==> config.mk <==
export PLATFORM = sky130hd
export DESIGN_NAME = serial_adder_sequencer_flat
export DESIGN_NICKNAME = d
export VERILOG_FILES = /design/src/rtl/serial_adder_sequencer_if.sv /design/src/rtl/serial_adder_sequencer.sv /design/src/flat_wrapper.sv
export SDC_FILE = /design/constraint.sdc
export NUM_CORES = 1
export LEC_CHECK = 0
export CORE_ASPECT_RATIO = 1.25
export CORE_MARGIN = 8
export CORE_UTILIZATION = 30
export DETAILED_ROUTE_END_ITERATION = 8
export GPL_ROUTABILITY_DRIVEN = 1
export MAX_ROUTING_LAYER = met4
export PLACE_DENSITY_LB_ADDON = 0.1
export SETUP_SLACK_MARGIN = 0.1
export SYNTH_ARGS = -nofsm -noshare
export SYNTH_HDL_FRONTEND = slang
export SYNTH_SLANG_ARGS = --single-unit
==> constraint.sdc <==
create_clock -name clk -period 3.2 [get_ports clk]
set_input_delay 0.32 -clock clk [delete_from_list [all_inputs] [get_ports clk]]
set_output_delay 0.32 -clock clk [all_outputs]
set_load 0.01 [all_outputs]
==> src/rtl/serial_adder_sequencer_if.sv <==
// ---------------------------------------------------------------------------
// serial_adder_sequencer_if
//   Request/response bundle between a requesting datapath (master) and the
//   nibble-serial adder (slave).
//
//   start  : master -> slave, request strobe. It is sampled only when the
//            adder is ready (idle or done).
//   c_in   : master -> slave, carry into nibble 0, captured with start.
//   x, y   : master -> slave, WIDTH-bit operands, captured with start.
//   busy   : slave -> master, high while nibbles are being summed.
//   done   : slave -> master, one-cycle completion pulse.
//   s      : slave -> master, registered WIDTH-bit sum.
//   c_out  : slave -> master, registered carry out of the top nibble.
// ---------------------------------------------------------------------------
interface serial_adder_sequencer_if #(
  parameter int WIDTH = 16
) ();
  logic             start;
  logic             c_in;
  logic [WIDTH-1:0] x;
  logic [WIDTH-1:0] y;
  logic             busy;
  logic             done;
  logic [WIDTH-1:0] s;
  logic             c_out;

  modport master (
    output start, c_in, x, y,
    input  busy, done, s, c_out
  );

  modport slave (
    input  start, c_in, x, y,
    output busy, done, s, c_out
  );
endinterface

==> src/rtl/serial_adder_sequencer.sv <==
// ---------------------------------------------------------------------------
// serial_adder_sequencer
//   Wide unsigned adder that reuses one 4-bit ripple-carry slice. It sums
//   one nibble per clock, least-significant nibble first. The carry between
//   nibbles is held in a register, so the combinational path is a single
//   4-bit ripple. The final result is {c_out, s} = x + y + c_in.
//
//   Ports:
//     clk    : single clock, rising-edge
//     reset  : synchronous, active-high
//     bus    : serial_adder_sequencer_if.slave (start/c_in/x/y in,
//              busy/done/s/c_out out). The interface WIDTH must match the
//              WIDTH of this module.
//
//   Timing: the request is accepted on edge E0. Nibbles are summed on edges
//   E1..E(WIDTH/4). done is high in the cycle after E(WIDTH/4).
// ---------------------------------------------------------------------------
module serial_adder_sequencer #(
  parameter int WIDTH = 16
) (
  input  logic                     clk,
  input  logic                     reset,
  serial_adder_sequencer_if.slave  bus
);

  localparam int NIB   = WIDTH / 4;
  localparam int CNT_W = $clog2(NIB) + 1;

  if ((WIDTH % 4) != 0 || WIDTH < 4) begin : g_width_check
    $error("serial_adder_sequencer: WIDTH must be a multiple of 4 and >= 4");
  end

  typedef enum logic [1:0] {
    IDLE = 2'd0,
    RUN  = 2'd1,
    DONE = 2'd2
  } state_t;

  state_t             state;
  logic [WIDTH-1:0]   xa;
  logic [WIDTH-1:0]   ya;
  logic [WIDTH-1:0]   acc;
  logic               cy;
  logic [CNT_W-1:0]   cnt;
  logic [WIDTH-1:0]   s_q;
  logic               c_out_q;
  logic               busy_q;
  logic               done_q;

  logic [3:0]         nib_sum;
  logic               nib_cout;
  logic [WIDTH-1:0]   acc_next;
  logic               last_nib;

  // One complete adder: returns {carry, sum}.
  function automatic logic [1:0] full_add(input logic a, input logic b,
                                          input logic ci);
    full_add = {(a & b) | (ci & (a ^ b)), a ^ b ^ ci};
  endfunction

  // Four complete adders chained as a ripple: returns {carry, sum[3:0]}.
  function automatic logic [4:0] ripple4(input logic [3:0] a,
                                         input logic [3:0] b,
                                         input logic       ci);
    logic       c;
    logic [1:0] r;
    logic [3:0] sm;
    c  = ci;
    sm = '0;
    for (int i = 0; i < 4; i++) begin
      r     = full_add(a[i], b[i], c);
      sm[i] = r[0];
      c     = r[1];
    end
    ripple4 = {c, sm};
  endfunction

  // The shared slice always works on the low nibbles. Its carry-in is the
  // inter-nibble carry register.
  always_comb begin
    {nib_cout, nib_sum} = ripple4(xa[3:0], ya[3:0], cy);
    // The new nibble enters at the top, so after NIB shifts the
    // least-significant nibble sits at [3:0]. Written with shifts so that
    // WIDTH=4 elaborates without a null slice.
    acc_next = (acc >> 4) | (WIDTH'(nib_sum) << (WIDTH - 4));
    last_nib = (cnt == CNT_W'(NIB - 1));
  end

  // Stage: request capture / nibble iteration / result publish
  always_ff @(posedge clk) begin
    if (reset) begin
      state   <= IDLE;
      busy_q  <= 1'b0;
      done_q  <= 1'b0;
      s_q     <= '0;
      c_out_q <= 1'b0;
      cy      <= 1'b0;
      cnt     <= '0;
      acc     <= '0;
    end else begin
      case (state)
        IDLE, DONE: begin
          done_q <= 1'b0;
          if (bus.start) begin
            xa     <= bus.x;
            ya     <= bus.y;
            cy     <= bus.c_in;
            cnt    <= '0;
            busy_q <= 1'b1;
            state  <= RUN;
          end else begin
            state  <= IDLE;
          end
        end
        RUN: begin
          xa  <= xa >> 4;
          ya  <= ya >> 4;
          acc <= acc_next;
          cy  <= nib_cout;
          cnt <= cnt + 1'b1;
          // s and c_out are written only here, so the outputs never show
          // a partial sum.
          if (last_nib) begin
            s_q     <= acc_next;
            c_out_q <= nib_cout;
            busy_q  <= 1'b0;
            done_q  <= 1'b1;
            state   <= DONE;
          end
        end
        default: begin
          busy_q <= 1'b0;
          done_q <= 1'b0;
          state  <= IDLE;
        end
      endcase
    end
  end

  assign bus.busy  = busy_q;
  assign bus.done  = done_q;
  assign bus.s     = s_q;
  assign bus.c_out = c_out_q;

endmodule

==> src/flat_wrapper.sv <==
// flat-port wrapper written by rule: the top's interface ports become plain ports
module serial_adder_sequencer_flat 
#(
  parameter int WIDTH = 16
)
  (clk, reset, bus_start, bus_c_in, bus_x, bus_y, bus_busy, bus_done, bus_s, bus_c_out);
  serial_adder_sequencer_if #(.WIDTH(WIDTH)) bus_i ();
  input  logic clk;
  input  logic reset;
  input wire logic [$bits(bus_i.start)-1:0] bus_start;
  input wire logic [$bits(bus_i.c_in)-1:0] bus_c_in;
  input wire logic [$bits(bus_i.x)-1:0] bus_x;
  input wire logic [$bits(bus_i.y)-1:0] bus_y;
  output wire logic [$bits(bus_i.busy)-1:0] bus_busy;
  output wire logic [$bits(bus_i.done)-1:0] bus_done;
  output wire logic [$bits(bus_i.s)-1:0] bus_s;
  output wire logic [$bits(bus_i.c_out)-1:0] bus_c_out;
  assign bus_i.start = bus_start;
  assign bus_i.c_in = bus_c_in;
  assign bus_i.x = bus_x;
  assign bus_i.y = bus_y;
  assign bus_busy = bus_i.busy;
  assign bus_done = bus_i.done;
  assign bus_s = bus_i.s;
  assign bus_c_out = bus_i.c_out;
  serial_adder_sequencer #(.WIDTH(WIDTH)) u_core (.clk(clk), .reset(reset), .bus(bus_i));
endmodule
==> results of run 1 <==
[critical path: stages (launching register included)]
cell      delay, ns
edfxtp_1       0.35
inv_1          0.08
fa_1           0.17
inv_1          0.06
fa_1           0.38
fa_1           0.36
inv_1          0.08
fa_1           0.45
a211oi_2       0.20
[power groups by stage]
stage | Combinational, mW | Sequential, mW | Clock [mW]
after floorplan | 0.127 | 1.01 | 0
final | 0.191 | 0.995 | 0.960
after global placement | 0.196 | 1.01 | 0
after detailed placement | 0.197 | 1.01 | 0
after CTS | 0.197 | 0.995 | 0.994
after global routing | 0.218 | 1.00 | 1.03
[worst paths after layout]
path                 startpoint  slack (ns)  cells after the start                to
setup reg to reg   u_core.ya[0]        0.99                      8  u_core.bus.s[15]
hold / removal    u_core.acc[5]        0.45                      2   u_core.bus.s[1]
hold reg to reg   u_core.acc[5]        0.45                      2   u_core.bus.s[1]
setup / recovery   u_core.ya[0]        0.99                      8  u_core.bus.s[15]
[through the flow]
stage | std cells | setup WS (ns) | utilization [%] | hold slack (ns)
finish | 469 | 0.994 | 40.9 | 0.450
CTS | 469 | 0.969 | 40.9 | 0.454
floorplan | 290 | 0.439 | - | 0.432
detailed placement | 453 | 0.984 | 37.7 | 0.446
global placement | 453 | 1.05 | 37.7 | 0.442
global route | 469 | 0.856 | 40.9 | 0.471
[sequential cells by signal (all words and copies together), names as in the netlist]
| signal | count |
|---|---|
| u_core.bus.s | 16 |
| u_core.xa | 16 |
| u_core.ya | 16 |
| u_core.acc | 12 |
| u_core.cnt | 3 |
| u_core.state | 2 |
| u_core.bus.busy | 1 |
| u_core.bus.c_out | 1 |
| u_core.bus.done | 1 |
| u_core.cy | 1 |
[per-layer routing]
layer  share of wire [%]  GRT usage, %  wire length (µm)
met5                   0             -                 0
met1                  45          11.5              2550
met4                 2.2          5.72               123
met2                  48          15.8              2720
met3                 4.4          2.63               251
[area by class of cell]
| cell class | count | share of cell area, % |
|---|---|---|
| Clock buffer | 9 | 6.04 |
| Tap cell | 123 | 4.13 |
| Clock inverter | 7 | 1.74 |
| Sequential cell | 69 | 45.6 |
| Inverter | 9 | 0.906 |
| Timing Repair Buffer | 58 | 15.3 |
| Multi-Input combinational cell | 194 | 26.2 |
[logic make-up after synthesis]
family	after synthesis	synth area share, %
adders and majority gates	6	3.73
AOI/OAI and AO/OA	38	8.30
buffers and inverters	27	5.41
DFF	69	60.4
and+or+nand+nor	150	22.2
[Yosys cell counts (all sizes together)]
cell	instances	area share, %
dfxtp	37	26
inv	9	1.2
fa	4	2.8
nor2	7	1.2
nand2	122	16
and3b	1	0.31
clkbuf	3	0.40
edfxtp	32	34
ha	2	0.89
nand3b	1	0.27
buf	15	3.8
o21ai	1	0.18
nor3b	1	0.27
and2	8	1.8
nand2b	4	0.89
nand3	4	0.71
o22a	1	0.31
and2b	1	0.36
nor3	1	0.18
a211oi	5	2.2
a21oi	30	5.3
o21a	1	0.27
==> metrics.md, run 1 <==
| Metric | Value |
|---|---|
| Fin crit share | around 70% |
| TritonCTS clock tree | yes |
| Fin Setup TNS | 0 ns |
| Slew of the pin with the lowest slew margin | 0.630 ns |
| Register bit total from synthesis | a little under 70 |
| HP Class | reg -> reg |
| Sw Pwr | 482 µW |
| Vert. Die Dim | between 100 and 150 µm |
| Peak supply drop | roughly 0.25 mV |
| Storage element area | around 0.0017 mm² |
| Commonest non-fill, non-tap cells in the layout | nand2_1, clkdlybuf4s50_1, dfxtp_1, edfxtp_1, a21oi_1 |
| TritonRoute pass-1 iters | 4 |
| Ys Warns | 0 |
| Multi-input combinational cell area | approximately 1000 µm² |
| Clock sink total | 69 |
| Fillers | 948 |
| Avg Inst Size Synth | 9.72 µm² |
| Status | completed |
| GP Congestion | between 0.7 and 0.8 |
| Crit. End Element | flop |
| Routed Antenna Nets | 0 |
| Pwr Total | ~2.1 mW |
| Ant. Diodes | 0 |
| Root buf cell | clkbuf_16 |
| Cell area power density | 576 mW/mm² |
| Req. time, crit path | 3.44 ns |
| Worst EP arrival | roughly 2.5 ns |
| Grt ovf | 0 |
| Pins over their slew limit | 0 |
| Cell variety after synth | 25 |
| Clock power share | about 45% |
| Post-cts sizing count | 0 |
| Final instance area | between 0.003 and 0.004 mm² |
| Startpoint types | flop |
| Hold_buf cts | 0 |
| Longest Clk Path Bufs | 2 |
| Mapped Nets | 332 |
| DIE WIDTH | 103 µm |
| Initial antenna violation count | 0 |
| Clock slew seen by the registers of the worst setup and hold paths | about 0.050 ns |
| Total of max-cap violations | 0 |
| Core box area | between 0.009 and 0.01 mm² |
| Max Freq | 453 MHz |
| Largest net degree at the start of global routing | 51 |
| Clk_lat worst skew | roughly 0.32 ns |
| Seq/Total Area, Yosys | about three fifths |
| Cts bufs inserted | 9 |
| RSZ-0062 raised after global routing | no |
| WL per Instance | around 12 µm |
| # rows | 39 |
| Layout Nets | roughly 380 |
| Fin crit period | 2.21 ns |
| Initial Util | between 30% and 40% |
| Max Clock Skew | approximately 0.0058 ns |
| DRC viols | 0 |
| Mapped cell area | about 0.0028 mm² |
| DP Area | about 0.0034 mm² |
| Via/cell ratio | roughly 4.3 |
| WS Path Type | reg -> reg |
| Post-CTS Setup Bufs | 0 |
| Die footprint | around 0.013 mm² |
| Layout cells sized above 1 | 8.67% |
| Slew headroom | a little under 60% |
| Dpl hpwl | roughly 3800 µm |
| Sw frac | between 20 and 25% |
| Gate power share | 8.9% |
| CP Max Fanout | 2 |
| Final WL | around 5600 µm |
| Htree depth | 3 |
| Global Route Usage Sum | between 10% and 20% |
| Iter 0 DRT Violations | between 50 and 60 |
| Int Pwr | ~1.7 mW |
| PortBufs | 54 |
| Leak Pwr | between 1 and 1.5 nW |
| Vias in the first global route | slightly above 2000 |
| Vias after detailed routing | 2000 |
| First-pass GRT wire length | 9730 µm |
| Mapped Cells | 290 |
| Commonest non-fill, non-tap cell in the layout | nand2_1 |
| Setup-failing EPs final | 0 |
| Area Overhead vs Synth | 32.3% |
| Final Hold Fails | 0 |
| Sequential share of power | around 46% |
| IO Pins | 55 |
Power figures use the tool's default switching activity.
==> run 2, diff against run 1 <==
clock period = 2.2 ns   (was 3.2 ns; I/O delays follow)
==> run 2 against run 1 <==
Die area unchanged; cell area up 1.2%; first-iteration DRC count fell by 1.7%; maximum frequency is 2.9% higher; final cell count is 0.64% higher; wire length increased by 3.3%; non-clock buffer count rose by 3; clock skew grew 0.0032 ns; combinational power rose by 56%; global-route usage about the same; largest power group unchanged; critical path type unchanged.
==> metrics.md, run 2 (synthesized netlist as in run 1, its figures left out) <==
| Metric | Value |
|---|---|
| Status | completed |
| Leak Pwr | about 1.4 nW |
| Fin Setup TNS | 0 ns |
| Commonest non-fill, non-tap cell in the layout | nand2_1 |
| Crit path launch | u_core.ya[0] |
| Area Overhead vs Synth | 33.9% |
| IO Pins | between 50 and 60 |
| Total of max-cap violations | 0 |
| Hold_buf cts | 0 |
| Slew headroom | about 63% |
| WS Path Type | reg -> reg |
| Routed Antenna Nets | 0 |
| Dpl hpwl | 4010 µm |
| PortBufs | 54 |
| Root buf cell | clkbuf_16 |
| Max Freq | 466 MHz |
| Startpoint types | flop |
| DP Area | 0.00347 mm² |
| Gate power share | under 10% |
| Initial Util | a little under a third |
| Max Clock Skew | 0.00903 ns |
| Vias after detailed routing | ~2000 |
| Cell area power density | 835 mW/mm² |
| Clock power share | 44.5% |
| GP Congestion | 0.674 |
| Slew of the pin with the lowest slew margin | about 0.56 ns |
| Worst EP arrival | approximately 2.4 ns |
| DRC viols | 0 |
| Layout Nets | around 390 |
| Longest Clk Path Bufs | 2 |
| Req. time, crit path | between 2 and 2.5 ns |
| Commonest non-fill, non-tap cells in the layout | nand2_1, clkdlybuf4s50_1, dfxtp_1, edfxtp_1, a21oi_1 |
| Htree depth | 3 |
| Vias in the first global route | 2074 |
| WL per Instance | roughly 12 µm |
| Placed instance count | approximately 460 |
| Sw Pwr | 712 µW |
| Int Pwr | around 2.4 mW |
| Sequential share of power | between 40% and 50% |
| Clock slew seen by the registers of the worst setup and hold paths | ~0.06 ns |
| Vert. Die Dim | about 120 µm |
| Setup-failing EPs final | 0 |
| Via/cell ratio | between 4 and 5 |
| Hold_sp | u_core.bus.s[0] |
| RSZ-0062 raised after global routing | yes |
| Layout cells sized above 1 | between 10% and 20% |
| Grt ovf | 0 |
| Crit. End Element | flop |
| Cts bufs inserted | 9 |
| Final WL | 5830 µm |
| Ant. Diodes | 0 |
| Clock sink total | a little under 70 |
| M3 GR Usage | between 2 and 2.5% |
| Final non-filler cell total | between 400 and 500 |
| Iter 0 DRT Violations | 58 |
| Pins over their slew limit | 0 |
| Die footprint | ~0.013 mm² |
| CP Max Fanout | 2 |
| Core box area | a little over 0.009 mm² |
| GRT busiest layer | met2 |
| GRT met2 Usage | between 10% and 20% |
| Largest net degree at the start of global routing | 42 |
| HP Class | reg -> reg |
| TritonRoute pass-1 iters | 4 |
| Peak supply drop | approximately 0.38 mV |
| # rows | 39 |
| TritonCTS clock tree | yes |
| Global Route Usage Sum | 10.2% |
| Fin crit period | 2.14 ns |
| DIE WIDTH | slightly above 100 µm |
| Final instance area | roughly 0.0038 mm² |
| Sw frac | between 20% and 30% |
| Initial antenna violation count | 0 |
| Post-CTS Setup Bufs | 0 |
| Clk_lat worst skew | roughly 0.33 ns |
| First-pass GRT wire length | between 9000 and 10000 µm |
| FF-to-FF Start | u_core.ya[0] |
| Final Hold Fails | 0 |
| Met1 usage | 11.9% |
| Fin crit share | a little over nine tenths |
## run 2: final cells by class
class	instances	area [µm²]
multi-input cells	194	986
clock inverters	6	62.6
clock buffers	10	229
flip-flops and latches	69	1700
well taps	123	154
inverters	9	33.8
repair buffers	61	606
fillers	950	5350
## run 2: through the flow
stage,utilization (%),hold WS (ns),power [mW],worst slack (ns)
2_1_floorplan,-,0.401,1.66,0.115
3_3_place_gp,38.1,0.443,1.77,0.0292
3_5_place_dp,38.1,0.449,1.78,-0.0453
4_1_cts,41.3,0.456,3.20,-0.00470
5_1_grt,41.4,0.474,3.29,-0.0237
6_report,41.4,0.451,3.15,0.0556
## run 2: repair_timing
action / CTS / global route
cloned: 0 / 0
setup endpoints to repair: 2 / 3
pin swaps: 3 / 2
gates resized for setup: 5 / 2
## run 2: metal layers
metal  up-vias  part of all wire (%)
li1       1048                     -
met1       919                    45
met2        49                    48
met3        10                   4.0
met4         0                   2.2
met5         -                     0
## run 2: final timing paths
| kind | to | slack (ns) | cells after the start |
|---|---|---|---|
| worst max-delay path | u_core.bus.s[15] | 0.06 | 8 |
| worst min-delay path | u_core.bus.s[0] | 0.45 | 2 |
| worst max register to register | u_core.bus.s[15] | 0.06 | 8 |
| worst min register to register | u_core.bus.s[0] | 0.45 | 2 |
## run 2: worst max-delay path: stages (launching register included)
cell,delay (ns)
edfxtp_1,0.38
inv_2,0.07
fa_1,0.18
inv_2,0.04
fa_2,0.34
fa_2,0.34
inv_2,0.06
fa_2,0.45
a211oi_2,0.21
## run 2: power groups by stage
stage / Combinational, mW / Clock, mW / Sequential [mW]
finish: 0.298 / 1.40 / 1.45
CTS: 0.307 / 1.44 / 1.45
detailed placement: 0.302 / 0 / 1.48
floorplan: 0.188 / 0 / 1.47
global placement: 0.299 / 0 / 1.47
global route: 0.337 / 1.50 / 1.46
==> run 3, diff against run 2 <==
--- a/config.mk
+++ b/config.mk
@@ -7,2 +7,3 @@
 export LEC_CHECK = 0
+export ABC_AREA = 1
 export CORE_ASPECT_RATIO = 1.25
==> constraint.sdc (replaced) <==
create_clock -name clk -period 2.2 [get_ports clk]
set_input_delay 0.44 -clock clk [delete_from_list [all_inputs] [get_ports clk]]
set_output_delay 0.44 -clock clk [all_outputs]
set_load 0.01 [all_outputs]
==> run 3 against run 2 <==
Non-clock buffer count is 3 lower; area after synthesis increased by 3.2%; largest cell class unchanged; global-route usage fell by 0.45 points; die area grew 2.7%; largest power group is now the clock network.
==> metrics.md, run 3 <==
| Metric | Value |
|---|---|
| DIE WIDTH | about 100 µm |
| Mapped cell area | 0.00291 mm² |
| Peak supply drop | 0.398 mV |
| Routed Antenna Nets | 0 |
| DRC viols | 0 |
| Clock sink total | a little under 70 |
| Startpoint types | flop |
| Slew headroom | slightly below 70% |
| Sw frac | 21.1% |
| DP Area | around 0.0036 mm² |
| Core box area | ~0.0095 mm² |
| Req. time, crit path | 2.46 ns |
| PortBufs | 54 |
| Gate power share | a little under a tenth |
| Dominant cell type by area after synthesis | edfxtp_1 |
| Main flop type after synthesis | dfxtp_1 |
| Number of synthesized flops with an enable pin | 32 |
| Async set-reset flop share out of synthesis | 0% |
| Fin Setup TNS | 0 ns |
| # rows | 40 |
| First-pass GRT wire length | 10000 µm |
| CP Max Fanout | 2 |
| Sequential share of power | 43.0% |
| Global Route Usage Sum | under 10% |
| Worst EP arrival | 2.35 ns |
| Slew of the pin with the lowest slew margin | just under 0.5 ns |
| Synthesized-area fraction occupied by adder cells | under 10% |
| Seq/Total Area, Yosys | between 50% and 60% |
| Mapped Cells | 310 |
| Commonest non-fill, non-tap cells in the layout | nand2_1, nor2_1, clkdlybuf4s50_1, dfxtp_1, edfxtp_1 |
| Final WL | between 5000 and 6000 µm |
| CP most frequent cell | fa_2 |
| Most frequent cell after synthesis | nand2_1 |
| Htree depth | 3 |
| Clk_lat worst skew | roughly 0.32 ns |
| Fillers | roughly 960 |
| Status | completed |
| Clock slew seen by the registers of the worst setup and hold paths | around 0.06 ns |
| Longest Clk Path Bufs | 2 |
| Area Overhead vs Synth | 35.1% |
| Cts bufs inserted | 9 |
| Largest net degree at the start of global routing | 38 |
| Layout cells sized above 1 | a little under an eighth |
| Commonest cells in the netlist | nand2_1, nor2_1, dfxtp_1, edfxtp_1, inv_1 |
| Main combinational cell family by area after synthesis | simple AND/OR/NAND/NOR gates |
| Xor/xnor share of the synthesized area | 0% |
| Root buf cell | clkbuf_16 |
| Ant. Diodes | 0 |
| Crit-path max cell delay | roughly 0.43 ns |
| Pins over their slew limit | 0 |
| Avg Inst Size Synth | 9.38 µm² |
| Total of max-cap violations | 0 |
| Int Pwr | roughly 2.7 mW |
| Clock power share | 47.8% |
| Cell area power density | around 870 mW/mm² |
| Max Freq | 479 MHz |
| Layout Nets | 408 |
| Final instance area | between 0.003 and 0.004 mm² |
| Leak Pwr | ~1.7 nW |
| GP Congestion | just over 0.7 |
| Synth Area in Compound Gates | approximately 8.7% |
| Max Clock Skew | approximately 0.0068 ns |
| TritonRoute pass-1 iters | 4 |
| Ys Warns | 0 |
| Post-synth top area share | between 30% and 40% |
| HP Class | reg -> reg |
| Dpl hpwl | just over 4000 µm |
| Register bit total from synthesis | 69 |
| WS Path Type | reg -> reg |
| RSZ-0062 raised after global routing | yes |
| TritonCTS clock tree | yes |
| Largest cells by area after synthesis | edfxtp_1, dfxtp_1, nand2_1 |
| Synth Area in Simple Gates | 22.7% |
| Commonest non-fill, non-tap cell in the layout | nand2_1 |
| Via/cell ratio | roughly 4.2 |
| Sw Pwr | 720 µW |
| Vias in the first global route | approximately 2100 |
| Portion of netlist area occupied by mux cells | 0% |
| Crit. End Element | flop |
| Hold WS | between 0.4 and 0.5 ns |
| IO Pins | 55 |
| WL per Instance | ~12 µm |
| Post-CTS Setup Bufs | 0 |
| Fin crit period | ~2.1 ns |
| Mapped Nets | 352 |
| Fin crit share | ~95% |
| Grt ovf | 0 |
| Cell variety after synth | 24 |
| Setup-failing EPs final | 0 |
| Initial Util | between 30% and 40% |
| Initial antenna violation count | 0 |
| CP max stage cell | fa_2 |
| Final Hold Fails | 0 |
| Die footprint | between 0.01 and 0.015 mm² |
| Vert. Die Dim | between 100 and 150 µm |
| Worst-path cell chain | inv_2, fa_2, inv_2, fa_2, fa_2, inv_2, fa_2, nand2_1, nand2_1, nor2_1 |
| Vias after detailed routing | around 2100 |
| Iter 0 DRT Violations | 58 |
[run 3: layer usage]
metal	up-vias	wire [µm]	GRT usage (%)
met5	-	0	-
met1	924	2670	11.2
met3	12	237	2.76
met2	46	2820	15.2
li1	1099	-	-
met4	0	128	5.38
[run 3: path summary, 6_finish.rpt]
check	from	end	slack, ns	cells past startpoint
min reg2reg	u_core.cnt[0]	u_core.cnt[0]	0.47	1
min	u_core.cnt[0]	u_core.cnt[0]	0.47	1
max	u_core.ya[0]	u_core.bus.s[15]	0.11	10
max reg2reg	u_core.ya[0]	u_core.bus.s[15]	0.11	10
[run 3: cell families (layout without fill, tap and decap cells)]
| logic type | Yosys count | count (layout) |
|---|---|---|
| AND/OR/NAND/NOR | 161 | 161 |
| flip-flops | 69 | 69 |
| buffers and inverters | 38 | 99 |
| AO/OA/AOI/OAI | 36 | 36 |
| adder cells (fa/ha/maj) | 6 | 6 |
[run 3: through the flow]
stage / setup slack (ns) / power, mW / cells / util, %
6_report: 0.111 / 3.41 / 497 / 41.3
5_1_grt: -0.0101 / 3.56 / 497 / 41.3
4_1_cts: 0.0709 / 3.46 / 497 / 41.3
3_5_place_dp: 0.0425 / 1.81 / 481 / 37.6
3_3_place_gp: 0.0824 / 1.81 / 481 / 37.6
2_1_floorplan: 0.104 / 1.68 / 310 / -
[run 3: what timing repair did]
action                                  CTS  global route
pin swaps                                 2             4
resized for setup                         5             3
hold buffers                              0             0
endpoints found under the setup margin    1             4
[run 3: cell type report]
type / count / area, µm² / area share, %
flip-flops and latches: 69 / 1700 / 43.3
inverters: 25 / 93.8 / 2.39
clock inverters: 6 / 111 / 2.83
multi-input cells: 203 / 1040 / 26.5
well taps: 126 / 158 / 4.01
clock buffers: 10 / 229 / 5.83
repair buffers: 58 / 596 / 15.2
[run 3: power by group through the flow]
stage	combinational (mW)	clock, mW	sequential [mW]
floorplan	0.193	0	1.49
global placement	0.315	0	1.49
detailed placement	0.318	0	1.49
CTS	0.323	1.67	1.47
global route	0.364	1.73	1.47
finish	0.315	1.63	1.47
[run 3: worst max-delay path: cells and delay by family, from the launching register on]
family / cells / cell delay [ns]
adder cells (fa/ha/maj): 4 / 1.29
flip-flops: 1 / 0.37
AND/OR/NAND/NOR: 3 / 0.21
buffers and inverters: 3 / 0.17
